===== config.mk =====
export PLATFORM = sky130hd
export DESIGN_NAME = seg7_frame_decoder
export DESIGN_NICKNAME = d
export VERILOG_FILES = /design/src/rtl/seg7_rx_pkg.sv /design/src/rtl/seg7_glyph_lookup.sv /design/src/rtl/seg7_frame_decoder.sv
export SDC_FILE = /design/constraint.sdc
export NUM_CORES = 1
export LEC_CHECK = 0
export ABC_AREA = 1
export BUFFER_PORTS_ARGS = -buffer_cell sky130_fd_sc_hd__buf_4
export CAP_MARGIN = 20
export CELL_PAD_IN_SITES_DETAIL_PLACEMENT = 0
export CELL_PAD_IN_SITES_GLOBAL_PLACEMENT = 2
export CORE_ASPECT_RATIO = 0.5
export CORE_MARGIN = 2
export CORE_UTILIZATION = 32
export CTS_CLUSTER_SIZE = 10
export DETAILED_ROUTE_END_ITERATION = 16
export PLACE_DENSITY_LB_ADDON = 0.3
export SLEW_MARGIN = 10
export SYNTH_ARGS = -nofsm -noshare
export SYNTH_HDL_FRONTEND = slang
export SYNTH_SLANG_ARGS = --single-unit
export TNS_END_PERCENT = 1

===== constraint.sdc =====
create_clock -name io_in -period 1.5 [get_ports io_in]
set_input_delay 0.45 -clock io_in [delete_from_list [all_inputs] [get_ports io_in]]
set_output_delay 0.45 -clock io_in [all_outputs]
set_load 0.1 [all_outputs]

===== src/rtl/seg7_rx_pkg.sv =====
// Shared definitions for the serial seven-segment frame receiver: frame size,
// receiver states and the hex glyph table (segment a = bit 0 ... g = bit 6).
package seg7_rx_pkg;

    localparam int FRAME_BITS = 8;

    typedef enum logic {
        ST_IDLE,
        ST_SHIFT
    } rxState_e;

    // Entry i is the segment pattern that displays hex digit i.
    localparam logic [6:0] GLYPH_TABLE [16] = '{
        7'h3F, 7'h06, 7'h5B, 7'h4F, 7'h66, 7'h6D, 7'h7D, 7'h07,
        7'h7F, 7'h6F, 7'h77, 7'h7C, 7'h39, 7'h5E, 7'h79, 7'h71
    };

endpackage


===== src/rtl/seg7_glyph_lookup.sv =====
// Combinational reverse lookup of a seven-segment pattern to its hex digit;
// match_o is low when the pattern is not one of the sixteen hex glyphs.
module seg7_glyph_lookup
    import seg7_rx_pkg::*;
(
    input  logic [6:0] segments_i,
    output logic [3:0] digit_o,
    output logic       match_o
);

    // Glyphs are unique, so at most one table entry can hit.
    always_comb begin
        digit_o = 4'd0;
        match_o = 1'b0;
        for (int i = 0; i < 16; i++) begin
            if (segments_i == GLYPH_TABLE[i]) begin
                digit_o = 4'(i);
                match_o = 1'b1;
            end
        end
    end

endmodule


===== src/rtl/seg7_frame_decoder.sv =====
// Serial seven-segment frame receiver: shifts in 8-bit {dp,g..a} frames and
// decodes them to a held hex digit. Define SEG7_SEQ_CHECK_EN to enable the
// "digit must count up by one" sequence error flag on io_out[6].
module seg7_frame_decoder
    import seg7_rx_pkg::*;
(
    input  logic [7:0] io_in,
    output logic [7:0] io_out
);

    logic clk, rst, sdata, sframe, clr;
    logic unused_in;

    assign clk       = io_in[0];
    assign rst       = io_in[1];
    assign sdata     = io_in[2];
    assign sframe    = io_in[3];
    assign clr       = io_in[4];
    assign unused_in = ^io_in[7:5];

    rxState_e   state_q, state_d;
    logic [2:0] cnt_q, cnt_d;
    logic [7:0] shift_q, shift_d;
    logic       done_q, done_d;
    logic       abort;
    logic [3:0] digit_q, digit_d;
    logic       dp_q, dp_d;
    logic       valid_q, valid_d;
    logic       ferr_q, ferr_d;
    logic       serr;

    logic [3:0] lookDigit;
    logic       lookMatch;

    // A completed frame sits whole in shift_q during the cycle after its last bit.
    seg7_glyph_lookup u_lookup (
        .segments_i (shift_q[6:0]),
        .digit_o    (lookDigit),
        .match_o    (lookMatch)
    );

`ifdef SEG7_SEQ_CHECK_EN
    logic first_q, first_d;
    logic serr_q, serr_d;
    assign serr = serr_q;
`else
    assign serr = 1'b0;
`endif

    always_comb begin
        state_d = state_q;
        cnt_d   = cnt_q;
        shift_d = shift_q;
        done_d  = 1'b0;
        abort   = 1'b0;
        digit_d = digit_q;
        dp_d    = dp_q;
        valid_d = 1'b0;
        ferr_d  = ferr_q;
`ifdef SEG7_SEQ_CHECK_EN
        first_d = first_q;
        serr_d  = serr_q;
`endif

        if (clr) begin
            state_d = ST_IDLE;
            cnt_d   = 3'd0;
            digit_d = 4'd0;
            dp_d    = 1'b0;
            ferr_d  = 1'b0;
`ifdef SEG7_SEQ_CHECK_EN
            first_d = 1'b0;
            serr_d  = 1'b0;
`endif
        end else begin
            case (state_q)
                ST_IDLE: begin
                    if (sframe) begin
                        shift_d = {shift_q[6:0], sdata};
                        cnt_d   = 3'd1;
                        state_d = ST_SHIFT;
                    end
                end
                ST_SHIFT: begin
                    if (sframe) begin
                        shift_d = {shift_q[6:0], sdata};
                        cnt_d   = 3'(cnt_q + 3'd1);
                        // Returning to IDLE lets a back-to-back frame start next cycle.
                        if (cnt_q == 3'(FRAME_BITS - 1)) begin
                            done_d  = 1'b1;
                            state_d = ST_IDLE;
                        end
                    end else begin
                        abort   = 1'b1;
                        cnt_d   = 3'd0;
                        state_d = ST_IDLE;
                    end
                end
                default: begin
                    state_d = ST_IDLE;
                    cnt_d   = 3'd0;
                end
            endcase

            if (abort) begin
                ferr_d = 1'b1;
            end

            if (done_q) begin
                if (lookMatch) begin
                    digit_d = lookDigit;
                    dp_d    = shift_q[7];
                    valid_d = 1'b1;
                    ferr_d  = 1'b0;
`ifdef SEG7_SEQ_CHECK_EN
                    // digit_q still holds the previous good digit here.
                    serr_d  = first_q && (lookDigit != 4'(digit_q + 4'd1));
                    first_d = 1'b1;
`endif
                end else begin
                    ferr_d = 1'b1;
                end
            end
        end
    end

    always_ff @(posedge clk or posedge rst) begin
        if (rst) begin
            state_q <= ST_IDLE;
            cnt_q   <= 3'd0;
            shift_q <= 8'd0;
            done_q  <= 1'b0;
            digit_q <= 4'd0;
            dp_q    <= 1'b0;
            valid_q <= 1'b0;
            ferr_q  <= 1'b0;
`ifdef SEG7_SEQ_CHECK_EN
            first_q <= 1'b0;
            serr_q  <= 1'b0;
`endif
        end else begin
            state_q <= state_d;
            cnt_q   <= cnt_d;
            shift_q <= shift_d;
            done_q  <= done_d;
            digit_q <= digit_d;
            dp_q    <= dp_d;
            valid_q <= valid_d;
            ferr_q  <= ferr_d;
`ifdef SEG7_SEQ_CHECK_EN
            first_q <= first_d;
            serr_q  <= serr_d;
`endif
        end
    end

    assign io_out = {dp_q, serr, ferr_q, valid_q, digit_q};

endmodule


Word-level counts from Yosys, hierarchy flattened --
Index checks and enable logic that the tools add are counted.
Word-level totals: flip-flop bits (word level) 20, input bits 8, output and inout port bits 8, word-level logic and storage cells 95
Cells by class: add/sub/neg operators 1, eq/ne operators 18, multiplexer cells 61, bitwise operators 2, reductions and logical operators 5
Operators by type and width (count):
- equality test 7 bit (second input constant) | 12
- two-way mux 4 bit | 11
- two-way mux 1 bit | 38
- two-way mux 3 bit | 7
- equality test 7 x 3 -> 1 bit (second input constant) | 2
- equality test 7 x 6 -> 1 bit (second input constant) | 2
- two-way mux 8 bit | 1
- one-hot mux 3 bit (2 select lines) | 1
- two-way mux 2 bit | 2
- AND reduction 2 bit | 2
- nonzero test 2 bit | 2
- adder 3 x 1 -> 3 bit (second input constant) | 1
- equality test 3 bit (second input constant) | 1
- != test 3 bit (second input constant) | 1
- nonzero test 3 bit | 1
- NOT 1 bit | 2
- one-hot mux 1 bit (2 select lines) | 1

Logic depth before layout (Yosys ltp) --
Gate-level depths: netlist of run 1.
word-level depth 20, gate-level depth with buffers 11, gate-level depth less buffers 11

By module --
Synthesis of run 1 repeated with hierarchy kept, for this count alone.
Second synthesis, totals: cells, all modules 156, area total of the unflattened synthesis 1166.1 sq um
Modules (own cells, without submodules):
- seg7_frame_decoder | times used 1, cells an instance 89, area each 830.8 sq um, seq. area each 500.5 sq um
- seg7_glyph_lookup | times used 1, cells an instance 67, area each 335.3 sq um, seq. area each 0.0 sq um

Worst setup path before layout of run 1 --
OpenSTA, ideal clock, no wires.
kind register to register, start point register shift_q[2], end point register digit_q[1], setup time 0.069 ns, data arrival time 1.311 ns, required time 1.431 ns, slack 0.120 ns, stages on the path, launching flop included 10, path buffers 0, period minus slack after synthesis 1.380 ns, cell sequence dfrtp_1 -> nand2_2 -> inv_1 -> nand3_1 -> nor2_4 -> nor2_2 -> nand2_4 -> o21ai_2 -> nand3_1 -> nand2_1
On the way: longest elaborated chain between the ends 19, elaborated cells between the ends (all ways) 51, classes of those cells 16 x eq/ne; 33 x mux; 2 x reduce/logical
RTL lines:
- start, declared | RTL line seg7_frame_decoder.sv:23 | logic [7:0] shift_q, shift_d;
- start signal, assigned | RTL line seg7_frame_decoder.sv:144 | shift_q <= shift_d;
- equality test 7 x 6 -> 1 bit | RTL line seg7_glyph_lookup.sv:16 | if (segments_i == GLYPH_TABLE[i]) begin
- two-way mux 1 bit (16 in a row) | RTL line seg7_glyph_lookup.sv:16
- nonzero test 2 bit (no line)
- AND reduction 2 bit (no line)
- end signal, assigned | RTL line seg7_frame_decoder.sv:146 | digit_q <= digit_d;
- end, declared | RTL line seg7_frame_decoder.sv:26 | logic [3:0] digit_q, digit_d;
Parallel ways exist; a longest one is shown, timed or not. The select of a mux whose other input is x is not followed. A chain may end at the register's enable or synchronous reset.

Final worst setup path of run 1 --
start point register shift_q[5], end point register digit_q[2]
Same word-level chain as after synthesis.

==> impl_results.md, run 1 <==
* Io pins at 16
* Fin. max-slew vios at 0
* Setup-failing EPs final at 14
* Mean Syn Cell Area at 7.70 um^2
* Fin nets at 239
* Vias in the first global route at 1841
* Design area at 2150 um^2
* Die Area at 4290 um^2
* Layout area overhead at 79.4%
* Layout cells sized above 1 at 0.432
* Clock group share of total power at 0.892
* Routed Antenna Nets at 0
* Die span in y at 47.3 um
* Antenna violations before repair at 0
* GRT overflow at 0
* Placed insts at 210
* Logic pwr share at 0.002
* DR pass1 iterations at 4
* Worst Hold Class: clk2reg
* Required time of the worst setup path at 1.71 ns
* CTS tree: done
* Syn nets at 166
* Vias per Instance at 4.54
* Dpl cell area at 1290 um^2
* Worst R2R Setup Slack at -0.04 ns
* Routed len/inst at 12.6 um
* Worst slack, placed at -0.0261 ns
* Fill cells at 321
* Pwr Density at 2610 nW/um^2
* First-pass GRT wire length at 6020 um
* Seq/Total Area, Yosys at 0.417
* Unrepaired setup endpoints after global routing: true
* # rows at 15
* Final WS setup at -0.0429 ns
* Internal power of the cells at 0.00362 W
* Startpoint Class: register
* Worst vdd ir at 0.000690 V
* Area of the multi-input gates at 704 um^2
* Crit end category: register
* Layout Skew at 0.00124 ns
* NetSw at 0.00201 W
* Reg power frac at 0.106
* Status: finished with violations
* Via count at 1302
* Largest area contributor in the netlist: dfrtp_1
* Synth top area cells: dfrtp_1 42%, nand2_1 10%, nand3_1 7.9%, nand2_2 5.7%, nor2_1 5.0%
* Synth top area share at 0.417
* Critical path class: reg2reg
* Final Cycle Share at 1.03
* Leak Pwr at 0.992 nW
* Final TNS setup at -0.155 ns
* MaxCap Viol Count at 0
* Worst Path Arrival at 1.75 ns
* Sw frac at 0.357
* Synth cell types at 23
* Total global-route track usage at 0.224
* Final hold slack at -0.144 ns
* Core area at 3510 um^2
* Fmax at 648 MHz
* Non-Filler Instances at 287
* Fin. Hold Viols at 1
* Number of synthesized register bits at 20
* Failing checks: negative hold slack, negative setup slack
* CP max FO at 6
* Routability cong. at 0.814
* CTS clk-pin slew, worst paths at 0.08 ns
* Initial DRC count at 45
* WL final at 3610 um
* Tmin final at 1.54 ns
* Antenna Cells at 0
* Number of buffers inserted by hold repair at cts at 0
* DRC violations left at 0
* Final HPWL DP at 1870 um
* Die width at 90.6 um
* Worst skew pair latency at 0.26 ns
* Starting density of the core at 0.342
* Yosys warns at 0
* Mapped Cells at 156
* Sequential Area at 505 um^2
* Largest net degree at the start of global routing at 13
* Port Buffer Count at 7
* Synthesized area at 1200 um^2
## metrics by stage
stage,total power [W],hold WS (ns),util
3_3_place_gp,0.00137,0.0664,0.369
3_5_place_dp,0.00137,0.0664,0.369
5_1_grt,0.00618,-0.129,0.614
2_1_floorplan,0.00139,0.0664,-
6_report,0.00563,-0.144,0.614
4_1_cts,0.00568,-0.140,0.585
## synth_stat cells
library cell  count
buf_4             4
a211oi_1          1
nand2_2          11
nand3b_1          1
nand4_1           2
nor2_1           16
nor2_2            7
nand3_1          19
o21bai_1          1
nand2_4           2
conb_1            1
o21ai_2           1
o21ai_0           9
dfrtp_1          20
nor3_1            2
nand2_1          33
ha_1              2
a21oi_1           1
clkbuf_1          1
inv_2             3
clkinv_1          1
inv_1            13
nor2_4            5
## worst max-delay path, stage by stage (launching register included)
cell and delay, ns:
dfrtp_1 0.42, nand2_2 0.11, nor2_4 0.20, inv_2 0.08, nor2_4 0.12, nor2_2 0.06, nand2_4 0.09, nor2_4 0.05
nor2_4 0.18, nand3_1 0.11, nand2_1 0.07
## final cells by class
cell class | instances | area share
multi-input cells | 114 | 0.327
clock buffers | 37 | 0.246
flip-flops and latches | 20 | 0.235
clock inverters | 42 | 0.106
repair buffers | 10 | 0.0348
well taps | 51 | 0.0296
inverters | 13 | 0.0226
## layer usage
metal  vias up  wire (um)  track usage
met5         -          0            0
met2        54       1590        0.185
met1       592       1530        0.123
li1        644          -            -
met4         0         95        0.437
met3        12        403        0.358
## final timing paths
| path | cells past startpoint | to | from |
|---|---|---|---|
| min reg2reg | 2 | shift_q[7] | shift_q[7] |
| min in group asynchronous | 3 | digit_q[1] | io_in[1] |
| min | 2 | shift_q[0] | io_in[2] |
| max | 10 | digit_q[2] | shift_q[5] |
| max in group asynchronous | 3 | shift_q[1] | io_in[1] |
| max reg2reg | 10 | digit_q[2] | shift_q[5] |
## flip-flops by register name (all words and copies together), names as in the netlist
register  flops
shift_q       8
ferr_q        1
done_q        1
dp_q          1
state_q       1
cnt_q         3
valid_q       1
digit_q       4
## power groups by stage
stage	Sequential [W]	Clock (W)	Combinational (W)
6_report	0.000595	0.00502	0.0000108
5_1_grt	0.000595	0.00558	0.0000109
4_1_cts	0.000595	0.00507	0.0000108
3_5_place_dp	0.000614	0.000750	0.0000108
3_3_place_gp	0.000614	0.000750	0.0000108
2_1_floorplan	0.000614	0.000766	0.0000129
## logic make-up after synthesis
| logic type | synth area share |
|---|---|
| AOI/OAI and AO/OA | 0.0615 |
| adders and majority gates | 0.0208 |
| buffers and inverters | 0.0812 |
| DFF | 0.417 |
| other | 0.00312 |
| and+or+nand+nor | 0.417 |
## layout by cell type, fill, tap and decap left out
master,instances
conb_1,1
inv_2,6
dfrtp_1,16
nor3_2,1
o21ai_0,6
nand2_4,2
clkbuf_16,5
bufinv_16,2
nor2_1,11
o21bai_1,1
nor2_2,4
buf_4,11
clkinv_8,1
clkbuf_8,25
o21ai_4,1
clkinv_1,10
nand2_2,17
nor3_1,1
nand2_1,27
inv_4,2
a211oi_1,1
ha_1,2
a21oi_2,1
o21ai_1,1
nand3_2,2
inv_1,34
buf_8,2
nand3_1,17
nand3b_1,1
nor2_4,13
clkbuf_1,3
o21ai_2,2
nand4_1,2
dfrtp_2,4
buf_6,1
## what timing repair did
action                                  4_1_cts  5_1_grt
resized for setup                            12       30
endpoints found under the setup margin       29       24
buffers inserted                              3        2
pin swaps                                     4        7
No activity file was read; power rests on OpenSTA's default activity.
==> run 2: changes to the inputs <==
Settings changed: TNS_END_PERCENT 1 to not set.
==> run 2 against run 1 <==
The run still ends with negative hold slack, negative setup slack left. Count of clock-buffer cells in the layout decreased by 1. Highest routed layer unchanged. Global-route usage decreased by 1.4 points. First-iteration DRC count increased by 4.4%. Clock skew increased by 0.0034 ns. Setup slack improved by 0.023 ns. Non-clock buffer count increased by 4. Routed wire length decreased by 2.3%. Worst hold slack got worse by 0.0043 ns. Sequential share of layout area increased by 0.11 points. Sequential power about the same. Critical path depth decreased by 1. Cell area decreased by 0.70%.
==> impl_results.md, run 2 (same netlist as run 1, synthesis figures left out) <==
* Levels on crit path at 9
* Largest net degree at the start of global routing at 13
* DR pass1 iterations at 4
* Setup-failing EPs final at 8
* Fin nets at 242
* Via count at 1318
* Io pins at 16
* Status: finished with violations
* RR Endpoint: dp_q
* Dpl cell area at 1290 um^2
* MaxCap Viol Count at 0
* Routed len/inst at 12.2 um
* Final Cycle Share at 1.01
* Max reg flops at 8
* Leak Pwr at 1.01 nW
* Final WS setup at -0.0196 ns
* Final TNS setup at -0.0584 ns
* Initial DRC count at 47
* First-pass GRT wire length at 5890 um
* Starting density of the core at 0.342
* Core area at 3510 um^2
* DRC violations left at 0
* Layout cells sized above 1 at 0.410
* Worst r2r src: shift_q[0]
* Unrepaired setup endpoints after global routing: true
* Antenna Cells at 0
* Worst Path Arrival at 1.73 ns
* CTS clk-pin slew, worst paths at 0.09 ns
* Layout Skew at 0.00467 ns
* Crit path buffers/inverters at 0
* WL final at 3530 um
* Fill cells at 323
* Worst Hold Class: clk2reg
* Layout area overhead at 78.1%
* Worst R2R Path Depth at 9
* Antenna violations before repair at 0
* Crit end category: register
* Die span in y at 47.3 um
* Largest delay share family, worst path: simple AND/OR/NAND/NOR gates
* # rows at 15
* Pwr Density at 2540 nW/um^2
* Critical path class: reg2reg
* Slowest stage delay, CP at 0.45 ns
* Largest regs: shift_q (8), digit_q (4), cnt_q (3)
* Die width at 90.6 um
* Failing checks: negative hold slack, negative setup slack
* Startpoint Class: register
* Port Buffer Count at 7
* Worst R2R Setup Slack at -0.02 ns
* Vias in the first global route at 1857
* Crit path cell chain: nand2_2 > nor2_2 > nand2_2 > nand2_2 > nor2_4 > nand2_4 > o21ai_4 > nand3_1 > nand2_1
* Required time of the worst setup path at 1.71 ns
* Number of buffers inserted by hold repair at cts at 0
* Die Area at 4290 um^2
* Vias per Instance at 4.54
* Routability cong. at 0.814
* Worst skew pair latency at 0.27 ns
* CP max FO at 6
* Final hold slack at -0.148 ns
* Tmin final at 1.52 ns
* Fin. max-slew vios at 0
* Final HPWL DP at 1870 um
* CP max stage cell: dfrtp_2
* Crit path to: dp_q
* CP most frequent cell: nand2_2
* CTS tree: done
* Fmax at 658 MHz
* Largest Register: shift_q
* Total global-route track usage at 0.210
* Worst setup startpoint: shift_q[0]
* Fin. Hold Viols at 2
* Routed Antenna Nets at 0
* Worst vdd ir at 0.000702 V
* Design area at 2140 um^2
* Most frequent cells in the layout: 35 x inv_1, 30 x nand2_1, 25 x clkbuf_8, 17 x dfrtp_1, 16 x nand3_1
* Most common cell after layout, fill and taps aside: inv_1
* GRT overflow at 0
run 2: cell count changes in the layout (fill, tap and decap cells not counted), moves of 2 or more:
| cell | delta |
|---|---|
| buf_4 | +4 |
| nand2_1 | +3 |
| nor2_2 | +3 |
| buf_8 | -2 |
| inv_2 | -2 |
| nand2_2 | -4 |
| nor2_4 | -4 |
| o21ai_0 | +2 |
run 2: power breakdown:
part / leakage, nW / internal, W / total [W] / switching [W]
Combinational: 0.222 / 0 / 0.0000108 / 0.0000108
Clock: 0.507 / 0.00290 / 0.00483 / 0.00193
Sequential: 0.281 / 0.000595 / 0.000595 / 0
run 2: worst min-delay path by stage:
stage | startpoint | to | cells past startpoint
after floorplan | io_in[4] | valid_q | 1
after global placement | io_in[4] | valid_q | 1
after detailed placement | io_in[4] | valid_q | 1
after CTS | io_in[2] | shift_q[0] | 2
after global routing | io_in[2] | shift_q[0] | 2
final | io_in[2] | shift_q[0] | 2
run 2: layout make-up:
cell class | instances | area, um^2 | share of cell area
clock buffers | 36 | 510 | 0.239
inverters | 13 | 51.3 | 0.0240
clock inverters | 42 | 228 | 0.106
repair buffers | 14 | 105 | 0.0491
flip-flops and latches | 20 | 504 | 0.236
multi-input cells | 114 | 677 | 0.316
well taps | 51 | 63.8 | 0.0298
run 2: routing by layer:
| metal | track usage | vias to the layer above | wire (um) |
|---|---|---|---|
| li1 | - | 650 | - |
| met1 | 0.122 | 595 | 1480 |
| met2 | 0.185 | 60 | 1540 |
| met3 | 0.334 | 13 | 432 |
| met4 | 0.363 | 0 | 76 |
| met5 | 0.0208 | - | 0 |
run 2: through the flow:
stage          setup WS, ns  instances  total power (W)  hold WS (ns)   util
6_report            -0.0196        290          0.00543        -0.148  0.610
3_5_place_dp        -0.0261        210          0.00137        0.0664  0.369
5_1_grt              -0.144        290          0.00596       -0.0948  0.610
2_1_floorplan        0.0582        156          0.00139        0.0664      -
3_3_place_gp        -0.0817        210          0.00137        0.0664  0.369
4_1_cts             -0.0176        286          0.00560        -0.140  0.589
run 2: what timing repair did:
| item | in CTS | in global routing |
|---|---|---|
| setup endpoints to repair | 29 | 20 |
| setup buffers | 5 | 4 |
| pin swaps | 13 | 2 |
| resized for setup | 16 | 13 |
